<file path="src/rtl/player_control.sv">
// Player paddle controller: debounces two push-buttons, runs an IDLE/LEFT/RIGHT FSM
// and steps the box position once per frame on the vsync falling edge, clamped to the screen.
module key_debounce #(
    parameter logic [17:0] DEBOUNCE_CYCLES = 18'd250000
) (
    input  logic clk,
    input  logic rst,
    input  logic key_n,
    output logic level
);
    localparam logic [17:0] DB_LAST = DEBOUNCE_CYCLES - 18'd1;

    logic        sync1, sync2;
    logic [17:0] cnt;

    // Released (high) is the reset level for the whole chain, so no phantom press after reset.
    always_ff @(posedge clk or negedge rst) begin
        if (!rst) begin
            sync1 <= 1'b1;
            sync2 <= 1'b1;
            level <= 1'b1;
            cnt   <= '0;
        end else begin
            sync1 <= key_n;
            sync2 <= sync1;
            if (sync2 == level) begin
                cnt <= '0;
            end else if (cnt == DB_LAST) begin
                level <= ~level;
                cnt   <= '0;
            end else begin
                cnt <= cnt + 18'd1;
            end
        end
    end
endmodule

module player_control #(
    parameter logic [9:0]  BOX_WIDTH       = 10'd30,
    parameter logic [9:0]  MOVE_STEP       = 10'd4,
    parameter logic [9:0]  SCREEN_WIDTH    = 10'd640,
    parameter logic [9:0]  X_START         = 10'd305,
    parameter logic [17:0] DEBOUNCE_CYCLES = 18'd250000
) (
    input  logic       clk,
    input  logic       rst,
    input  logic       key_left_n,
    input  logic       key_right_n,
    input  logic       vsync,
    output logic [9:0] player_x,
    output logic       moving,
    output logic       at_edge
);
    localparam logic [10:0] X_MAX = {1'b0, SCREEN_WIDTH} - {1'b0, BOX_WIDTH};
    localparam logic [10:0] STEP  = {1'b0, MOVE_STEP};

    typedef enum logic [1:0] {IDLE, LEFT, RIGHT} state_t;

    logic   deb_left, deb_right;
    logic   left_p, right_p;
    state_t state, state_nxt, dir_q;
    logic   vsync_q, tick, tick_d;
    logic   [10:0] x11;
    logic   [9:0]  x_nxt;

    key_debounce #(.DEBOUNCE_CYCLES(DEBOUNCE_CYCLES)) u_db_left (
        .clk(clk), .rst(rst), .key_n(key_left_n), .level(deb_left)
    );
    key_debounce #(.DEBOUNCE_CYCLES(DEBOUNCE_CYCLES)) u_db_right (
        .clk(clk), .rst(rst), .key_n(key_right_n), .level(deb_right)
    );

    assign left_p  = ~deb_left;
    assign right_p = ~deb_right;

    always_comb begin
        state_nxt = IDLE;
        if (left_p && !right_p)
            state_nxt = LEFT;
        else if (right_p && !left_p)
            state_nxt = RIGHT;
    end

    always_ff @(posedge clk or negedge rst) begin
        if (!rst) begin
            state  <= IDLE;
            moving <= 1'b0;
        end else begin
            state  <= state_nxt;
            moving <= (state_nxt != IDLE);
        end
    end

    // Direction is latched at the tick so key changes mid-frame only affect the next frame.
    assign tick = vsync_q & ~vsync;

    always_ff @(posedge clk or negedge rst) begin
        if (!rst) begin
            vsync_q <= 1'b1;
            tick_d  <= 1'b0;
            dir_q   <= IDLE;
        end else begin
            vsync_q <= vsync;
            tick_d  <= tick;
            if (tick)
                dir_q <= state;
        end
    end

    // 11-bit compares keep both clamps wrap-free near 0 and X_MAX.
    assign x11 = {1'b0, player_x};

    always_comb begin
        x_nxt = player_x;
        if (tick_d) begin
            case (dir_q)
                LEFT:    x_nxt = (x11 < STEP) ? 10'd0 : 10'(x11 - STEP);
                RIGHT:   x_nxt = ((x11 + STEP) > X_MAX) ? X_MAX[9:0] : 10'(x11 + STEP);
                default: x_nxt = player_x;
            endcase
        end
    end

    always_ff @(posedge clk or negedge rst) begin
        if (!rst)
            player_x <= X_START;
        else
            player_x <= x_nxt;
    end

    assign at_edge = (player_x == 10'd0) || (x11 == X_MAX);
endmodule

</file>
<file path="config.mk">
export PLATFORM = sky130hd
export DESIGN_NAME = player_control
export DESIGN_NICKNAME = d
export VERILOG_FILES = /design/src/rtl/player_control.sv
export SDC_FILE = /design/constraint.sdc
export NUM_CORES = 1
export LEC_CHECK = 0
export ABC_AREA = 1
export CORE_MARGIN = 2
export CORE_UTILIZATION = 25
export CTS_CLUSTER_SIZE = 8
export DETAILED_ROUTE_END_ITERATION = 10
export SLEW_MARGIN = 20
export SYNTH_ARGS = -nofsm -noshare
export SYNTH_HDL_FRONTEND = slang
export SYNTH_SLANG_ARGS = --single-unit
</file>
<file path="constraint.sdc">
create_clock -name clk -period 2 [get_ports clk]
set_clock_uncertainty 0.15 [all_clocks]
set_input_delay 0.4 -clock clk [delete_from_list [all_inputs] [get_ports clk]]
set_output_delay 0.4 -clock clk [all_outputs]
set_load 0.02 [all_outputs]
</file>
Word level (Yosys, flattened, before mapping)
Index checks and enable logic that the tools add are counted.
- $add $sub $neg: 4
- $mul: 0
- div/mod/pow operators: 0
- magnitude comparators: 2
- equality and inequality tests: 7
- shift-type cells: 0
- muxes and demuxes: 9
- bitwise gates (word level): 6
- reductions and logical operators: 9
- operators by type and width (kind ; number):
    18-bit two-way mux ; 4
    18-bit by 1-bit adder with 18-bit output (second input constant) ; 2
    18-bit == test (second input constant) ; 2
    10-bit two-way mux ; 2
    10-bit case mux with 2 select lines ; 1
    10-bit by 3-bit adder with 11-bit output (second input constant) ; 1
    11-bit by 10-bit > comparator with 1-bit output (second input constant) ; 1
    10-bit == test (second input constant) ; 1
    10-bit zero test ; 1
    10-bit by 3-bit less-than comparator with 1-bit output (second input constant) ; 1
    10-bit by 3-bit subtractor with 10-bit output (second input constant) ; 1
    2-bit AND reduction ; 3
    1-bit NOT ; 5
    2-bit two-way mux ; 2
    2-bit nonzero test ; 2
    1-bit == test ; 2
    2-bit by 1-bit == test with 1-bit output (second input constant) ; 1
    2-bit == test (second input constant) ; 1
    1-bit logical AND ; 2
    1-bit bitwise AND ; 1
    1-bit logical OR ; 1
- register bits: 59
- latch bits: 0
- RAM bits: 0
- bits in read-only memories: 0
- input port bits: 5
- word-level logic and storage cells: 51
- memories kept: 0

Longest topological paths before layout
Gate-level depths: netlist (run 1).
- depth in word-level cells: 5
- mapped depth: 13
- depth with buffers taken out: 13

Modules after synthesis
A second synthesis (run 1) with hierarchy kept.
- cell total of the unflattened synthesis: 437
- area total of the unflattened synthesis: 3519.6 µm²
- by module, submodules not included (module ; instances ; cells each ; area an instance (µm²) ; sequential area each (µm²)):
    key_debounce ; 2 ; 143 ; 1139.8 ; 529.3
    player_control ; 1 ; 151 ; 1239.9 ; 431.7

Worst setup path after synthesis (run 1)
Ideal clock, no wire load.
- path kind: register -> output
- from: register player_x[6]
- to: output port at_edge
- arrival: 1422 ps
- data required time: 1450 ps
- path slack: 28 ps
- stages on the path, launching flop included: 7
- buffers on the path: 1
- path through: dfrtp_1 -> buf_4 -> inv_1 -> nand2_1 -> nor3_1 -> nand4_1 -> o22ai_1
- longest elaborated chain between the ends: 2
- elaborated cells on any way between the ends: 3
- classes of those cells: eq/ne: 1; reduce/logical: 2
- RTL lines (item ; line ; text):
    from (decl) ; 50 ; output logic [9:0] player_x,
    from (signal assigned) ; 128 ; player_x <= x_nxt;
    10-bit == test or 10-bit zero test (tied branches) ; 131 ; assign at_edge = (player_x == 10'd0) || (x11 == X_MAX);
    1-bit logical OR * ; 131 ;
    to (decl) ; 52 ; output logic at_edge
Mark *: on every way between the ends. The rest lies on a longest branch, timed or not.

Worst setup path after layout (run 1)
Ends and elaborated chain as after synthesis.

==> metrics, run 1 <==
most frequent cells after synthesis=nand2_1 (64), nor2_1 (59), inv_1 (56); critical path class=reg -> out; Worst Setup End Kind=output port; area share of the largest cell type after synthesis=0.368; Fmax=485 MHz; Via density=4.35; first-pass GRT wire length=11900 um; clock sink count=59; CP cell instances=inv_1, nand2_1, nor3_2, nand4_1, o22ai_1, buf_4; Area contributors post-synth=dfrtp_1 (37%), dfstp_2 (8.9%), nand2_1 (7.4%); Slew @ Worst Pin=416 ps; first-iteration detailed-routing DRC count=145; Rel. slew slack=0.723; setup slack at placement=-204 ps; leakage power=1.81 nW; Post-synth EDFFs=0; met2 Use GR=0.165; H-Tree Depth=3; failing checks=setup timing; die height=118 um; synthesized cell area=0.00326 mm^2; number of synthesized register bits=59; remaining antenna violation count=0; CTS buffer count=9; Initial Util=0.257; Final nets=462; routed via count=2719; Max Slew Vio Count=0; Synthesis Warnings=0; gr ovfl total=0; Syn Inst Count=397; HPWL Detailed=5110 um; standard-cell rows=41; IO buf count=16; CTS root buffer=clkbuf_16; ratio of final minimum period to clock period=1.03; CTS clk-pin slew, worst paths=50 ps; area of the multi-input gates=0.00153 mm^2; vias in the first global route=2570; Final Hold Fails=0; fill cell count=1318; final WL=7080 um; DR WL/cell=11.3 um; IO Pins=17; ratio of cells with drive above 1 in the final layout=0.196; Residual DRC=0; Unique masters post-synth=35; later-pin clock latency in the skew report=320 ps; busiest layer in global routing=met2; final period demand of the worst path=2060 ps; clk buf depth=2; Critical Path RT=1450 ps; Sequential Area=0.00149 mm^2; Post-synth ARST share=1.00; average cell area after synthesis=8.22 um^2; antenna violations before repair=0; Most used DFF post-synth=dfrtp_1; gpl congestion=0.856; crit-path leading delay family=flip-flops; worst path bufs/invs=2; cell taking the most area after synthesis=dfrtp_1; M1 GR Usage=0.133; most common cell in the netlist=nand2_1; GRT Total Usage=0.105; maximum VDD drop=0.413 mV; worst setup margin=-60.5 ps; Fin Hold WS=207 ps; Die W=118 um; Max-Cap Viols=0; routing usage on met3=0.0227; Pre-antenna DRT Iters=5; Seq/Total Area, Yosys=0.457; Crit path arrival time=1510 ps; status=finished, violations left; CORE AREA=0.0127 mm^2; syn_nets=411; Syn-to-layout area delta=26.9%; pwr/cell area=856 mW/mm^2; die area=0.0140 mm^2; Crit Path Max Fanout=4; RSZ-0062 raised after global routing=true; Hold Path Class=reg -> reg; final setup fails=5; CTS tree=yes; startpoint class of the critical path=register; ANT cells=0; largest net degree at the start of global routing=34; slowest stage delay, CP=380 ps; CP max-delay cell=dfrtp_1
## flip-flops by register name (all words and copies together), names as in the netlist, 2 cells and up
| signal | count |
|---|---|
| u_db_left.cnt | 18 |
| state | 2 |
| u_db_right.cnt | 18 |
| dir_q | 2 |
| player_x | 10 |
## power by group
group	switching (mW)	total [mW]	internal (mW)	leakage [nW]
Clock	0.530	1.62	1.09	0.150
Sequential	0.0369	1.29	1.26	0.773
Combinational	0.370	0.633	0.263	0.889
Total	0.937	3.54	2.61	1.81
## cells in the final DEF (no fill, tap or decap), drive strengths merged
master and count:
xnor2 3, o21ai 14, a31oi 4, inv 60, nand2 72, dfstp 11
or3 1, ha 9, dlygate4sd2 8, nor2 65, dfrtp 48, a311oi 1
o22ai 1, clkdlybuf4s50 5, dlygate4sd3 1, a211oi 2, bufinv 2, nor3b 3
nand3b 2, nor3 15, nor4 3, o21bai 1, a22oi 1, clkinvlp 1
nand3 24, clkbuf 11, nand4 15, buf 30, mux2 2, dlymetal6s2s 1
xor2 16, clkinv 2, a21oi 19
## layout make-up
type	count	area share
tap	172	0.0520
clock buffer	11	0.0562
multi-input combinational	273	0.370
timing repair buffer	45	0.0883
inverter	60	0.0544
clock inverter	5	0.0187
sequential	59	0.360
## worst register-to-register path: stages (launching register included)
cell,delay (ps)
dfstp_2,580
buf_4,120
buf_4,120
nand2_2,70
nor2_4,140
nand3_1,120
o21ai_2,220
nand2_2,120
nand2_2,100
nand3_2,70
nand2_1,60
nand2_1,40
## layer usage
layer / wire length, um / vias to the layer above
met4: 141 / 0
li1: - / 1389
met1: 3310 / 1256
met5: 0 / -
met2: 3340 / 60
met3: 287 / 14
## cells by family (layout without fill, tap and decap cells)
| family | count (synthesis) | in the layout | share of synthesized area |
|---|---|---|---|
| adder cells (fa/ha/maj) | 9 | 9 | 0.0345 |
| buffers and inverters | 65 | 121 | 0.0829 |
| AO/OA/AOI/OAI | 43 | 43 | 0.0744 |
| AND/OR/NAND/NOR | 200 | 200 | 0.293 |
| XOR/XNOR | 19 | 19 | 0.0510 |
| flip-flops | 59 | 59 | 0.457 |
| multiplexers | 2 | 2 | 0.00690 |
## metrics by stage
stage | util | cells | TNS, ps | power [mW] | cell area, um^2
after floorplan | - | 397 | 0 | 1.68 | 3260
after CTS | 0.321 | 619 | -218 | 3.54 | 4060
final | 0.327 | 625 | -119 | 3.54 | 4140
after detailed placement | 0.296 | 602 | -204 | 1.93 | 3750
after global placement | 0.296 | 602 | -197 | 1.93 | 3750
after global routing | 0.327 | 625 | -947 | 3.70 | 4140
## worst paths after layout
check	from	endpoint	slack, ps	depth (start not counted)
max reg2reg	player_x[5]	player_x[1]	-20	11
min	u_db_left.sync1	u_db_left.sync2	210	0
min reg2reg	u_db_left.sync1	u_db_left.sync2	210	0
max	player_x[6]	at_edge	-60	6
max in group asynchronous	rst	vsync_q	860	3
min in group asynchronous	rst	u_db_left.cnt[12]	480	3
## what timing repair did
action / in CTS / in global routing
setup buffers: 0 / 6
endpoints found under the hold margin: 48 / 0
pin swaps: 0 / 3
hold buffers: 1 / 0
endpoints found under the setup margin: 9 / 16
resized for setup: 11 / 9
No activity file was read; power rests on OpenSTA's default activity.
==> inputs of run 2 (changes only) <==
--- a/config.mk
+++ b/config.mk
@@ -10,6 +10,7 @@
 export CORE_UTILIZATION = 25
 export CTS_CLUSTER_SIZE = 8
 export DETAILED_ROUTE_END_ITERATION = 10
+export GPL_TIMING_DRIVEN = 0
 export SLEW_MARGIN = 20
 export SYNTH_ARGS = -nofsm -noshare
 export SYNTH_HDL_FRONTEND = slang
==> run 2 against run 1 <==
  * Cell count fell by 0.80%
  * Combinational power hardly changed
  * Critical path depth fell by 1
  * Die area did not move
  * The run still ends with setup timing left
  * Sequential power about the same
  * Via count up 1.0%
  * Total power up 1.7%
  * Highest routed layer unchanged
  * First-iteration DRC count is 57% higher
==> metrics, run 2 (synthesis results as in run 1) <==
CP max-delay cell=dfstp_2; CTS root buffer=clkbuf_16; critical path class=reg -> out; Top Registers=u_db_left.cnt x18, u_db_right.cnt x18, player_x x10; later-pin clock latency in the skew report=320 ps; worst setup margin=-205 ps; Pre-antenna DRT Iters=4; first-pass GRT wire length=12100 um; Max Slew Vio Count=0; Initial Util=0.257; Via density=4.43; final period demand of the worst path=2200 ps; largest net degree at the start of global routing=36; vias in the first global route=2709; most common cell after layout, fill and taps aside=nand2_1; maximum VDD drop=0.423 mV; antenna violations before repair=0; standard-cell rows=41; Met2 Routed Length=3320 um; Final nets=457; GRT Total Usage=0.103; Fmax=454 MHz; DR WL/cell=11.0 um; ratio of cells with drive above 1 in the final layout=0.203; Area after DPL=0.00365 mm^2; status=finished, violations left; Hold Path Class=reg -> reg; clock sink count=59; CTS clk-pin slew, worst paths=50 ps; Residual DRC=0; Die W=118 um; H-Tree Depth=3; failing checks=setup timing; Worst Setup End Kind=output port; Rel. slew slack=0.775; gr ovfl total=0; Crit Path Max Fanout=3; HPWL Detailed=4810 um; remaining antenna violation count=0; IO buf count=16; ANT cells=0; first-iteration detailed-routing DRC count=228; startpoint class of the critical path=register; die area=0.0140 mm^2; Total Neg Setup Slack=-205 ps; CP cell instances=inv_4, nor4_2, nand4_1, o22ai_1, buf_4; Syn-to-layout area delta=27.7%; CTS buffer count=9; met3 WL=215 um; routed via count=2747; Max-Cap Viols=0; IO Pins=17; Crit path arrival time=1650 ps; slowest stage delay, CP=580 ps; Critical Path RT=1450 ps; most frequent cells in the layout=nand2_1 (63), nor2_1 (58), inv_1 (53), dfrtp_1 (46), buf_4 (22); final setup fails=1; pwr/cell area=865 mW/mm^2; die height=118 um; CTS tree=yes; clk buf depth=2; leakage power=1.81 nW; DRT met1 WL=3170 um; design area=0.00417 mm^2; RSZ-0062 raised after global routing=true; final WL=6800 um; gpl congestion=0.875; ratio of final minimum period to clock period=1.10; Final Hold Fails=0; CORE AREA=0.0127 mm^2; Top Metal Used=met4; setup slack at placement=-388 ps; Slew @ Worst Pin=337 ps
==> run 2: cell type report <==
| class | count | area [um^2] |
|---|---|---|
| flip-flops and latches | 59 | 1490 |
| repair buffers | 36 | 315 |
| well taps | 172 | 215 |
| clock inverters | 4 | 72.6 |
| fillers | 1296 | 8500 |
| plain buffers | 4 | 37.5 |
| inverters | 60 | 233 |
| multi-input cells | 273 | 1540 |
| clock buffers | 12 | 256 |
==> run 2: per-stage QoR <==
step	hold slack, ps	power (mW)	utilization	std cells
detailed placement	183	1.86	0.288	586
finish	204	3.60	0.329	620
floorplan	-45.6	1.68	-	397
CTS	205	3.57	0.318	607
global placement	198	1.85	0.287	585
global route	214	3.77	0.329	620
==> run 2: routing by layer <==
metal / vias up / global-route usage
met5: - / 0
met1: 1313 / 0.131
met3: 7 / 0.0193
met2: 48 / 0.168
met4: 0 / 0.0459
li1: 1379 / -
==> run 2: power by group <==
part           switching (mW)  total [mW]  internal [mW]
registers              0.0553        1.31           1.26
clock network           0.503        1.66           1.15
logic                   0.368       0.632          0.264
total                   0.927        3.60           2.68
==> run 2: critical path, delay by kind of cell (launching register included) <==
family,cells,cell delay (ps)
buffers and inverters,2,210
flip-flops,1,580
AO/OA/AOI/OAI,1,170
AND/OR/NAND/NOR,2,370
==> run 2: worst paths after layout <==
check / startpoint / to / slack, ps / depth (start not counted)
max: player_x[5] / at_edge / -200 / 5
min: u_db_right.sync1 / u_db_right.sync2 / 200 / 0
max reg2reg: player_x[5] / player_x[2] / 0 / 10
min reg2reg: u_db_right.sync1 / u_db_right.sync2 / 200 / 0
max in group asynchronous: rst / player_x[8] / 760 / 3
min in group asynchronous: rst / u_db_right.cnt[17] / 380 / 2
==> run 2: repair_timing <==
action	CTS	global route
hold endpoints to repair	18	0
setup endpoints to repair	13	19
resized for setup	17	13
setup buffers	4	14
pin swaps	4	8
hold buffers	1	0
cloned	0	0
==> inputs of run 3 (changes only) <==
--- a/config.mk
+++ b/config.mk
@@ -6,7 +6,8 @@
 export NUM_CORES = 1
 export LEC_CHECK = 0
 export ABC_AREA = 1
-export CORE_MARGIN = 2
+export ABC_CLOCK_PERIOD_IN_PS = 2000
+export CORE_MARGIN = 10
 export CORE_UTILIZATION = 25
 export CTS_CLUSTER_SIZE = 8
 export DETAILED_ROUTE_END_ITERATION = 10
==> run 3 against run 2 <==
  * The run still ends with setup timing left
  * Fmax shrank 0.23%
  * Critical path depth grew 1
  * Global-route usage shrank 2.5 points
  * Cell count shrank 1.5%
  * Combinational power grew 3%
  * Sequential share of layout area shrank 0.47 points
  * Cell area grew 1.4%
  * Setup slack lost 5.0 ps
  * Routed wire length grew 3.5%
  * Clock-buffer cell count shrank 3
  * Non-clock buffer count shrank 9
  * Critical path type unchanged
  * Critical endpoint unchanged
  * Largest power group unchanged
==> metrics, run 3 (synthesis results as in run 1) <==
final WL=7040 um; ANT cells=0; first-iteration detailed-routing DRC count=272; H-Tree Depth=3; clk buf depth=2; design area=0.00423 mm^2; antenna violations before repair=0; CORE AREA=0.0127 mm^2; IO buf count=16; final setup fails=1; status=finished, violations left; Fmax=453 MHz; Residual DRC=0; CTS clk-pin slew, worst paths=60 ps; GRT Total Usage=0.0777; Slew @ Worst Pin=317 ps; first-pass GRT wire length=11900 um; Rel. slew slack=0.788; Fin Hold WS=204 ps; worst setup margin=-210 ps; Top Registers=u_db_left.cnt x18, u_db_right.cnt x18, player_x x10; leakage power=1.80 nW; remaining antenna violation count=0; Final nets=448; pwr/cell area=918 mW/mm^2; CTS buffer count=9; Sequential Area=0.00149 mm^2; maximum VDD drop=0.470 mV; CTS tree=yes; Pre-antenna DRT Iters=4; startpoint class of the critical path=register; Max-Cap Viols=0; Die W=134 um; final period demand of the worst path=2210 ps; Layout Utilization=0.332; Critical Path RT=1450 ps; IO Pins=17; largest net degree at the start of global routing=39; ratio of final minimum period to clock period=1.10; area of the multi-input gates=0.00161 mm^2; Initial Util=0.256; Via density=4.42; vias in the first global route=2677; Worst Setup End Kind=output port; most common cell after layout, fill and taps aside=nand2_1; standard-cell rows=41; Hold Path Class=reg -> reg; Crit path arrival time=1660 ps; gr ovfl total=0; later-pin clock latency in the skew report=330 ps; critical path class=reg -> out; Area after DPL=0.00365 mm^2; Syn-to-layout area delta=29.5%; HPWL Detailed=4900 um; Max Slew Vio Count=0; most frequent cells in the layout=nand2_1 (62), nor2_1 (56), inv_1 (53), dfrtp_1 (45), a21oi_1 (19); routed via count=2699; CTS root buffer=clkbuf_16; die area=0.0180 mm^2; die height=134 um; DR WL/cell=11.5 um; Crit Path Max Fanout=5; failing checks=setup timing; clock sink count=59; RSZ-0062 raised after global routing=true; Final Hold Fails=0; Power, Total=3.88 mW; ratio of cells with drive above 1 in the final layout=0.205; fill cell count=1342; gpl congestion=0.880
[run 3: changes by cell type in the layout (fill, tap and decap cells not counted), sizes merged]
cell           delta
buf               -9
clkbuf            -3
bufinv            +2
inv               +2
clkdlybuf4s50     -1
clkinvlp          -1
dlygate4sd2       +1
[run 3: cell type report]
cell class	instances	share of cell area
multi-input combinational	273	0.380
sequential	59	0.354
timing repair buffer	26	0.0583
inverter	60	0.0557
clock buffer	9	0.0533
tap	172	0.0509
clock inverter	7	0.0346
buffer	5	0.0133
[run 3: final timing paths]
path / startpoint / end / slack [ps] / cells after the start
setup / recovery: player_x[7] / at_edge / -210 / 6
hold / removal: u_db_left.sync1 / u_db_left.sync2 / 200 / 0
setup reg to reg: player_x[2] / player_x[3] / 90 / 13
hold reg to reg: u_db_left.sync1 / u_db_left.sync2 / 200 / 0
max in group asynchronous: rst / player_x[0] / 780 / 3
min in group asynchronous: rst / u_db_left.cnt[3] / 360 / 2
[run 3: where the power goes]
group | internal [mW] | switching [mW]
Clock | 1.35 | 0.572
Combinational | 0.256 | 0.394
Sequential | 1.26 | 0.0477
[run 3: critical path, cell delays in order (launching register included)]
cell     delay, ps
dfrtp_2        440
inv_2          160
nand2_4         80
nor3_4         180
nand4_1        130
o22ai_2        210
buf_6          140
[run 3: what timing repair did]
action                     CTS  global route
pin swaps                    0            12
setup buffers                0             8
setup endpoints to repair   11            19
hold endpoints to repair    15             0
hold buffers                 1             0
resized for setup           19            30
[run 3: stage by stage]
step	cells	setup TNS (ps)	setup WS, ps
final	611	-210	-210
after global routing	611	-317	-289
after CTS	603	-237	-237
after detailed placement	586	-521	-485
after global placement	585	-82690	-1520
after floorplan	397	0	28.0
[run 3: routing by layer]
| metal | track usage | part of all wire |
|---|---|---|
| met1 | 0.0907 | 0.47 |
| met2 | 0.129 | 0.47 |
| met3 | 0.0299 | 0.053 |
| met4 | 0.0224 | 0.0092 |
| met5 | 0 | 0 |
